### src/rtl/tx_lane_sched.sv
// Two-lane byte scheduler for a serial TX link: emits a BC comma sync burst,
// then round-robin arbitrates lane 0/1 bytes onto a registered output, IDLE when empty.
module tx_lane_sched #(
  parameter int unsigned SYNC_COUNT = 4,
  parameter logic [7:0]  BC         = 8'hBC,
  parameter logic [7:0]  IDLE       = 8'h7C
) (
  input  logic       clk_4f,
  input  logic       reset,
  input  logic       resync,
  input  logic       valid_0,
  input  logic [7:0] data_0,
  output logic       ready_0,
  input  logic       valid_1,
  input  logic [7:0] data_1,
  output logic       ready_1,
  output logic [7:0] data_out,
  output logic       valid_out,
  output logic       active
);

  typedef enum logic {SYNC, RUN} state_t;

  localparam logic [3:0] LAST = 4'(SYNC_COUNT - 1);

  state_t     state, state_nx;
  logic [3:0] cnt, cnt_nx;
  logic       ptr, ptr_nx;
  logic [7:0] data_nx;
  logic       valid_nx;
  logic       active_nx;

  // Grants only in RUN and never while resync is pending; ptr breaks ties.
  always_comb begin
    ready_0 = 1'b0;
    ready_1 = 1'b0;
    if (state == RUN && !resync) begin
      if (valid_0 && valid_1) begin
        ready_0 = ~ptr;
        ready_1 = ptr;
      end else begin
        ready_0 = valid_0;
        ready_1 = valid_1;
      end
    end
  end

  always_comb begin
    state_nx  = state;
    cnt_nx    = cnt;
    ptr_nx    = ptr;
    data_nx   = BC;
    valid_nx  = 1'b0;
    active_nx = active;
    case (state)
      SYNC: begin
        cnt_nx = cnt + 4'd1;
        if (resync) begin
          cnt_nx = '0;
        end else if (cnt == LAST) begin
          state_nx  = RUN;
          active_nx = 1'b1;
          cnt_nx    = '0;
        end
      end
      RUN: begin
        if (resync) begin
          state_nx  = SYNC;
          cnt_nx    = '0;
          active_nx = 1'b0;
        end else if (valid_0 && ready_0) begin
          data_nx  = data_0;
          valid_nx = 1'b1;
          ptr_nx   = 1'b1;
        end else if (valid_1 && ready_1) begin
          data_nx  = data_1;
          valid_nx = 1'b1;
          ptr_nx   = 1'b0;
        end else begin
          data_nx = IDLE;
        end
      end
      default: state_nx = SYNC;
    endcase
  end

  always_ff @(posedge clk_4f or posedge reset) begin
    if (reset) begin
      state     <= SYNC;
      cnt       <= '0;
      ptr       <= 1'b0;
      data_out  <= '0;
      valid_out <= 1'b0;
      active    <= 1'b0;
    end else begin
      state     <= state_nx;
      cnt       <= cnt_nx;
      ptr       <= ptr_nx;
      data_out  <= data_nx;
      valid_out <= valid_nx;
      active    <= active_nx;
    end
  end

endmodule
### config.mk
export PLATFORM = sky130hd
export DESIGN_NAME = tx_lane_sched
export DESIGN_NICKNAME = d
export VERILOG_FILES = /design/src/rtl/tx_lane_sched.sv
export SDC_FILE = /design/constraint.sdc
export NUM_CORES = 1
export LEC_CHECK = 0
export BUFFER_PORTS_ARGS = -buffer_cell sky130_fd_sc_hd__buf_4
export CORE_MARGIN = 3
export CORE_UTILIZATION = 35
export CTS_BUF_LIST = sky130_fd_sc_hd__clkbuf_4
export DETAILED_ROUTE_END_ITERATION = 8
export HOLD_SLACK_MARGIN = 0.02
export REMOVE_ABC_BUFFERS = 1
export SYNTH_ARGS = -nofsm -noshare
export SYNTH_HDL_FRONTEND = slang
export SYNTH_SLANG_ARGS = --single-unit
### constraint.sdc
create_clock -name clk_4f -period 1.8 [get_ports clk_4f]
set_input_delay 0.36 -clock clk_4f [delete_from_list [all_inputs] [get_ports clk_4f]]
set_output_delay 0.36 -clock clk_4f [all_outputs]
set_load 0.05 [all_outputs]
==> results of run 1 <==
## area by class of cell
class,count,area [µm²],area share [%]
flip-flops and latches,16,400.4,40.00
well taps,25,31.28,3.125
clock buffers,3,22.52,2.250
clock inverters,1,3.754,0.3750
inverters,5,21.27,2.125
repair buffers,33,247.7,24.75
multi-input cells,36,274.0,27.38
## Yosys cell counts
cell type  instances
a21boi_1           1
o211a_1            1
o22a_2             4
inv_1              3
inv_4              1
a31oi_1            1
a22o_1             2
nor2_1             5
o21a_1             1
a21oi_1            3
nand2b_1           2
or4b_1             1
nand2_2            1
nand3_4            1
nor3b_1            1
nand4b_1           1
o21ai_0            1
buf_6              2
inv_2              1
o2bb2ai_1          1
mux2i_1            1
nor2b_4            1
ha_1               1
nand3_1            2
dfrtp_1           16
nand2_1            2
xor2_1             2
## stage by stage
stage / instances / area (µm²) / util (%) / worst slack (ps)
floorplan: 57 / 691.9 / - / 420.4
global placement: 115 / 970.9 / 53.33 / 302.3
detailed placement: 115 / 970.9 / 53.33 / 288.8
CTS: 119 / 997.2 / 54.78 / 43.35
global route: 119 / 1001 / 54.98 / 21.23
finish: 119 / 1001 / 54.98 / 138.3
## how the worst max path moves through the flow
| stage | from | to | slack [ps] | depth (start not counted) |
|---|---|---|---|---|
| 2_1_floorplan | state$_DFF_PP0_ | ready_0 | 420 | 3 |
| 3_3_place_gp | valid_1 | ready_0 | 300 | 5 |
| 3_5_place_dp | valid_1 | ready_0 | 290 | 5 |
| 4_1_cts | ptr$_DFFE_PP0P_ | ready_0 | 40 | 4 |
| 5_1_grt | ptr$_DFFE_PP0P_ | ready_0 | 20 | 4 |
| 6_report | ptr$_DFFE_PP0P_ | ready_1 | 140 | 4 |
## state kept, by name, indices dropped and copies added, names as in the netlist
signal     cells
valid_out      1
state          1
ptr            1
active         1
data_out       8
cnt            4
## per-layer routing
layer | GRT usage (%) | share of wire, %
met5 | 0 | 0
met3 | 2.624 | 5.1
met1 | 15.93 | 43
met4 | 5.381 | 0.84
met2 | 19.31 | 51
## kinds of logic after synthesis
family / synth area share (%)
flops: 56.04
compound gates: 16.46
fa+ha+maj: 1.751
buf+inv: 6.129
mux: 1.401
simple gates: 15.76
xor+xnor: 2.452
## power by group through the flow
| stage | logic [mW] | clock network (mW) | registers, mW |
|---|---|---|---|
| after floorplan | 0.0852 | 0 | 0.456 |
| after global placement | 0.195 | 0 | 0.422 |
| after detailed placement | 0.199 | 0 | 0.423 |
| after CTS | 0.199 | 0.204 | 0.417 |
| after global routing | 0.219 | 0.216 | 0.424 |
| final | 0.198 | 0.192 | 0.419 |
## worst max-delay path: cells and delay by family (launching register included)
kind / cells / cell delay (ps)
AND/OR/NAND/NOR: 2 / 340
buffers and inverters: 2 / 270
flip-flops: 1 / 410
## cells in the final DEF, fill, tap and decap left out
master	instances
or4b_1	1
nand3_1	2
mux2i_1	1
o2bb2ai_1	1
inv_2	1
xor2_1	2
dfrtp_1	16
nand4b_1	1
nor2_1	5
o22a_2	4
a21boi_2	1
inv_1	3
nor2b_4	1
nand2_2	1
nand3_4	1
ha_1	1
nor3b_1	1
buf_4	33
a31oi_1	1
nand2_1	2
o21a_1	1
inv_4	1
nand2b_1	2
a22o_1	2
o211a_1	1
clkbuf_4	3
o21ai_0	1
a21oi_1	3
clkinv_1	1
==> results.cfg, run 1 <==
[power]
power_density_mw_per_mm2 = 807.8
p_comb_share_pct = 24.5
p_total_uw = 808.6
seq_power_share_pct = 51.8
clockPowerShare_pct = 23.7
switching_share_pct = 30.77
intPower_uw = 559.8
power_switching_uw = 248.8
max-vdd-ir-drop_mv = 0.4231
p_leak_nw = 0.4784

[placed_design]
hpwl_mm = 1.137
io_buffers = 32
gp_congestion = 0.6805

[sta]
fin_crit_sh_pct = 92.32
fmax_mhz = 601.8
final-hold-violation-count = 0
fin_skew_ps = 7.396
maxSlewViolCount = 0
fin_crit_ps = 1662
slew_headroom_pct = 60.22
tightest_slew_ps = 596.0
setup_violations = 0
whs_ps = 134.6
rsz0062_at_grt = false
tns_ps = 0

[route]
totalWireLength_mm = 1.425
drc = 0
antenna_left = 0
vias = 545
vias_per_cell = 4.580
drtIter0Drc = 3
wl_per_cell_um = 11.97
dr.pass1.iters = 3

[worst_setup_path]
worst_r2r_endpoint = cnt[2]$_DFFE_PP0P_
rr_worst_depth = 4
cp.required_ps = 1440
arrival_ps = 1300
max_stage_delay_ps = 410
path_cells = nand2b_1, nand3_4, inv_4, buf_4
reg2reg_setup_slack_ps = 450
cp-end-kind = output pin
crit_fanout = 5
reg2reg_from = cnt[0]$_DFFE_PP0P_
critPathKind = register to output pin
slowest_stage = dfrtp_1
crit_path_start_kind = register

[yosys]
ys_types = 27
synth_top_area_share_pct = 56.04
netlist_top_cells_area = dfrtp_1 56%, o22a_2 5.6%, buf_6 3.2%, nor2_1 2.6%, a22o_1 2.5%
ys_seq_area_share_pct = 56.04
syn_area_per_cell_um2 = 12.11
ys_ff_latch = 16
syn_inst = 59
synth_top_cell_by_area = dfrtp_1
ys_warn_count = 0
syn_area_um2 = 714.4

[global_route]
grt_first_pass_wirelength_mm = 2.352
grt_util_all_layers_pct = 12.21
antenna_found_initial = 0
grt_max_degree = 17
grt_pass1_vias = 533
grt.overflow.total = 0

[outcome]
status = completed

[clock_tree]
cts_buffers = 3
cts-resized-gates = 0
cts_setup_buffers = 0
insertion_delay_ps = 280
ctsHoldBuffers = 0
clkTransAtPathRegs_ps = 100
root_buffer = clkbuf_4
cts.sinks = 16
htreeDepth = 1
tritoncts = yes
clockBufferDepth = 2

[die]
initial_core_util_pct = 39.24
core_mm2 = 0.001821
rows = 15
die_area_mm2 = 0.002619
die_w_um = 51.18
die-height_um = 51.18
io-pin-count = 33

[worst_hold_path]
hold_class = primary input to asynchronous set/reset pin

[finish]
drive_above_1_share_pct = 48.94
area_growth_pct = 40.11
nets = 117
diodes = 0
fill_cells = 160

[job]
maxCapViolCount = 0
(Power assumes the default switching activity.)
==> run 2: changes to the inputs <==
Clock period 1.8 ns to 2 ns, I/O delays scaled along.
==> run 2 against run 1 <==
Net effect: hold slack better by 39 ps; largest cell class unchanged; critical path type unchanged; highest routed layer unchanged; clock skew shrank 4.9 ps; register-to-register slack improved by 210 ps; sequential share of layout area grew 0.53 points; clock power fell by 8%; core utilization shrank 0.55 points; die area unchanged; global-route usage decreased by 0.43 points; power is 10% lower; cell count shrank 0.84%; first-iteration DRC count down 33%.
==> results.cfg, run 2 (synthesis gave the netlist of run 1 again) <==
[outcome]
status = completed

[power]
intPower_uw = 500.2
seq_power_share_pct = 52.4
clockPowerShare_pct = 24.4
p_leak_nw = 0.4709
max-vdd-ir-drop_mv = 0.3666
switching_share_pct = 30.96
power_switching_uw = 224.3
power_density_mw_per_mm2 = 731.1
p_comb_share_pct = 23.1

[worst_setup_path]
path_cells = nor2b_4, nand2_2, inv_2, buf_4
max_stage_delay_ps = 450
critPathKind = register to output pin
crit_fanout = 8
crit_path_start_kind = register
cp.required_ps = 1600
crit_family = flip-flops
cp-end-kind = output pin
slowest_stage = dfrtp_2
arrival_ps = 1420
path_buf_inv = 2

[die]
die_w_um = 51.18
die_area_mm2 = 0.002619
core_mm2 = 0.001821
initial_core_util_pct = 39.24
die-height_um = 51.18
rows = 15
io-pin-count = 33

[route]
antenna_left = 0
vias_per_cell = 4.585
totalWireLength_mm = 1.384
wl_per_cell_um = 11.73
drtIter0Drc = 2
drc = 0
vias = 541
dr.pass1.iters = 4

[clock_tree]
insertion_delay_ps = 280
ctsHoldBuffers = 0
clockBufferDepth = 2
cts-resized-gates = 0
tritoncts = yes
cts.sinks = 16
clkTransAtPathRegs_ps = 100
htreeDepth = 1
cts_setup_buffers = 0
root_buffer = clkbuf_4
cts_buffers = 3

[sta]
tightest_slew_ps = 594.3
fin_skew_ps = 2.451
maxSlewViolCount = 0
rsz0062_at_grt = false
slew_headroom_pct = 60.33
fin_crit_ps = 1821
fin_crit_sh_pct = 91.03
final-hold-violation-count = 0
setup_violations = 0
fmax_mhz = 549.3
tns_ps = 0

[finish]
layout_commonest_cell = buf_4
fin_area_um2 = 991.0
nets = 116
largest_register_ff_count = 8
diodes = 0
final_util_pct = 54.43
fin_cells = 118
largest_register = data_out
area_growth_pct = 38.70
biggestRegsByFlops = data_out x8, cnt x4
drive_above_1_share_pct = 48.39
layout_common_cells = 32 x buf_4, 15 x dfrtp_1, 5 x nor2_1, 4 x o22a_2

[job]
maxCapViolCount = 0

[placed_design]
io_buffers = 32
placement.cell_area_um2 = 963.4
gp_congestion = 0.6513
hpwl_mm = 1.099
dp.cells = 114

[global_route]
grt_util_all_layers_pct = 11.77
grt.overflow.total = 0
grt_pass1_vias = 539
grt_first_pass_wirelength_mm = 2.297
antenna_found_initial = 0
grt_max_degree = 17

[worst_hold_path]
hold_class = primary input to asynchronous set/reset pin
## run 2: power by group through the flow
stage / combinational, mW / clock [mW] / sequential (mW)
2_1_floorplan: 0.0767 / 0 / 0.410
3_3_place_gp: 0.168 / 0 / 0.385
3_5_place_dp: 0.171 / 0 / 0.384
4_1_cts: 0.170 / 0.186 / 0.379
5_1_grt: 0.182 / 0.203 / 0.384
6_report: 0.168 / 0.177 / 0.380
## run 2: worst reg2reg max path, stage by stage, from the launching register on
cell and delay [ps]:
dfrtp_1 400, ha_1 180, inv_1 50, or4b_1 490, a21oi_1 140
## run 2: metal layers
| metal | track usage, % | vias up | part of all wire [%] |
|---|---|---|---|
| li1 | - | 273 | - |
| met1 | 15.37 | 248 | 45 |
| met2 | 17.81 | 15 | 48 |
| met3 | 2.624 | 5 | 5.1 |
| met4 | 6.726 | 0 | 2.3 |
| met5 | 0 | - | 0 |
## run 2: final timing paths
check | startpoint | to | slack (ps) | cells after the start
worst max-delay path | state$_DFF_PP0_ | ready_0 | 180 | 4
worst min-delay path | reset | cnt[1]$_DFFE_PP0P_ | 170 | 2
worst max register to register | cnt[0]$_DFFE_PP0P_ | cnt[2]$_DFFE_PP0P_ | 660 | 4
worst min register to register | ptr$_DFFE_PP0P_ | ptr$_DFFE_PP0P_ | 530 | 1
max in group asynchronous | reset | state$_DFF_PP0_ | 1410 | 2
min in group clk_4f | data_0[0] | data_out[0]$_DFF_PP0_ | 320 | 2
## run 2: per-stage QoR
step                      power [mW]  setup WS (ps)  hold slack (ps)
after floorplan               0.4868          580.4            313.7
after global placement        0.5523          422.4            507.2
after detailed placement      0.5548          392.1            503.0
after CTS                     0.7346          89.97            196.3
after global routing          0.7685          53.70            209.7
final                         0.7244          179.4            173.1
## run 2: cell type report
class                   instances  area (µm²)
clock buffers                   3       22.52
clock inverters                 1       3.754
fillers                       184       829.5
inverters                       5       21.27
multi-input cells              36       270.3
flip-flops and latches         16       401.6
well taps                      25       31.28
repair buffers                 32       240.2
==> run 3: changes to the inputs <==
Settings changed: CORE_ASPECT_RATIO from default to 0.7, CTS_BUF_LIST sky130_fd_sc_hd__clkbuf_4 to default, TNS_END_PERCENT from default to 10.
==> run 3 against run 2 <==
Net effect: clock power down 6%; sequential power about the same; hold slack better by 11 ps; register-to-register slack better by 20 ps; combinational power up 2%; sequential share of layout area down 0.38 points; global-route usage down 0.60 points; critical endpoint unchanged; highest routed layer is now met3.
==> results.cfg, run 3 (synthesis gave the netlist of run 1 again) <==
[worst_setup_path]
cp-end-kind = output pin
max_stage_delay_ps = 500
critPathKind = register to output pin
slowest_stage = dfrtp_1
path_cells = nor2b_4, nand2_2, inv_2, buf_4
crit_path_start_kind = register
path_buf_inv = 2
crit_family = flip-flops
arrival_ps = 1490
cp.required_ps = 1600
crit_fanout = 8

[sta]
fin_crit_ps = 1894
maxSlewViolCount = 0
slew_headroom_pct = 59.59
final-hold-violation-count = 0
fmax_mhz = 528.0
tightest_slew_ps = 605.5
tns_ps = 0
fin_skew_ps = 1.825
setup_violations = 0
rsz0062_at_grt = false
fin_crit_sh_pct = 94.70

[finish]
biggestRegsByFlops = data_out x8, cnt x4
final_util_pct = 52.85
largest_register = data_out
area_growth_pct = 39.58
drive_above_1_share_pct = 48.94
diodes = 0
largest_register_ff_count = 8
fill_cells = 188
layout_common_cells = 34 x buf_4, 16 x dfrtp_1, 5 x nor2_1, 4 x o22a_2
fin_cells = 116
nets = 118
layout_commonest_cell = buf_4
fin_area_um2 = 997.2

[route]
wl_per_cell_um = 12.02
vias_per_cell = 4.767
dr.pass1.iters = 5
drtIter0Drc = 5
totalWireLength_mm = 1.394
antenna_left = 0
vias = 553
drc = 0

[clock_tree]
clockBufferDepth = 2
clkTransAtPathRegs_ps = 90
cts-resized-gates = 0
insertion_delay_ps = 280
cts_buffers = 3
cts.sinks = 16
tritoncts = yes
root_buffer = clkbuf_4
htreeDepth = 1

[die]
rows = 13
initial_core_util_pct = 37.86
die_area_mm2 = 0.002628
core_mm2 = 0.001887
die_w_um = 60
io-pin-count = 33
die-height_um = 43.80

[power]
p_comb_share_pct = 23.9
p_total_uw = 717.6
p_leak_nw = 0.4818
max-vdd-ir-drop_mv = 0.6015
power_density_mw_per_mm2 = 719.6
intPower_uw = 500.0
switching_share_pct = 30.32
clockPowerShare_pct = 23.3
seq_power_share_pct = 52.8
power_switching_uw = 217.6

[global_route]
grt_pass1_vias = 529
grt_util_all_layers_pct = 11.17
grt.overflow.total = 0
antenna_found_initial = 0
grt_max_degree = 17
grt_first_pass_wirelength_mm = 2.208

[placed_design]
placement.cell_area_um2 = 959.7
dp.cells = 111
io_buffers = 32
gp_congestion = 0.7120
hpwl_mm = 1.038

[outcome]
status = completed

[job]
maxCapViolCount = 0

[worst_hold_path]
hold_class = primary input to asynchronous set/reset pin
-- run 3: cell types whose count changed in the layout (fill, tap and decap cells not counted), sizes merged --
cell / change
buf: +2
clkinv: -1
-- run 3: layout make-up --
| type | instances | area (µm²) | area share, % |
|---|---|---|---|
| inverter | 5 | 21.27 | 2.133 |
| tap | 22 | 27.53 | 2.760 |
| timing repair buffer | 34 | 255.2 | 25.60 |
| clock buffer | 3 | 22.52 | 2.258 |
| multi-input combinational | 36 | 270.3 | 27.10 |
| sequential | 16 | 400.4 | 40.15 |
-- run 3: path summary, 6_finish.rpt --
path	from	end	slack, ps	cells after the start
max	state$_DFF_PP0_	ready_0	110	4
min	reset	cnt[2]$_DFFE_PP0P_	180	2
max reg2reg	cnt[0]$_DFFE_PP0P_	cnt[2]$_DFFE_PP0P_	680	4
min reg2reg	ptr$_DFFE_PP0P_	ptr$_DFFE_PP0P_	520	1
max in group asynchronous	reset	data_out[6]$_DFF_PP0_	1420	2
min in group clk_4f	data_0[4]	data_out[4]$_DFF_PP0_	330	2
-- run 3: layer usage --
| metal | up-vias | part of all wire [%] | track usage [%] |
|---|---|---|---|
| met5 | - | 0 | 0 |
| met4 | 0 | 0 | 1.327 |
| met3 | 0 | 9.2 | 6.250 |
| li1 | 275 | - | - |
| met2 | 20 | 46 | 16.81 |
| met1 | 258 | 45 | 14.50 |
-- run 3: repair_timing --
| action | in CTS | in global routing |
|---|---|---|
| setup endpoints to repair | 0 | 1 |
| buffers inserted | 0 | 2 |
| hold buffers | 0 | 0 |
-- run 3: power by group through the flow --
stage	logic, mW	clock network [mW]	registers, mW
final	0.172	0.167	0.379
after global routing	0.192	0.190	0.384
after CTS	0.171	0.176	0.378
after detailed placement	0.169	0	0.385
after global placement	0.168	0	0.384
after floorplan	0.0767	0	0.410
-- run 3: per-stage QoR --
| step | worst slack, ps | hold WS [ps] |
|---|---|---|
| floorplan | 580.4 | 313.7 |
| global placement | 422.5 | 505.8 |
| detailed placement | 397.6 | 507.3 |
| CTS | 85.73 | 203.5 |
| global route | 12.70 | 227.1 |
| finish | 106.0 | 183.7 |
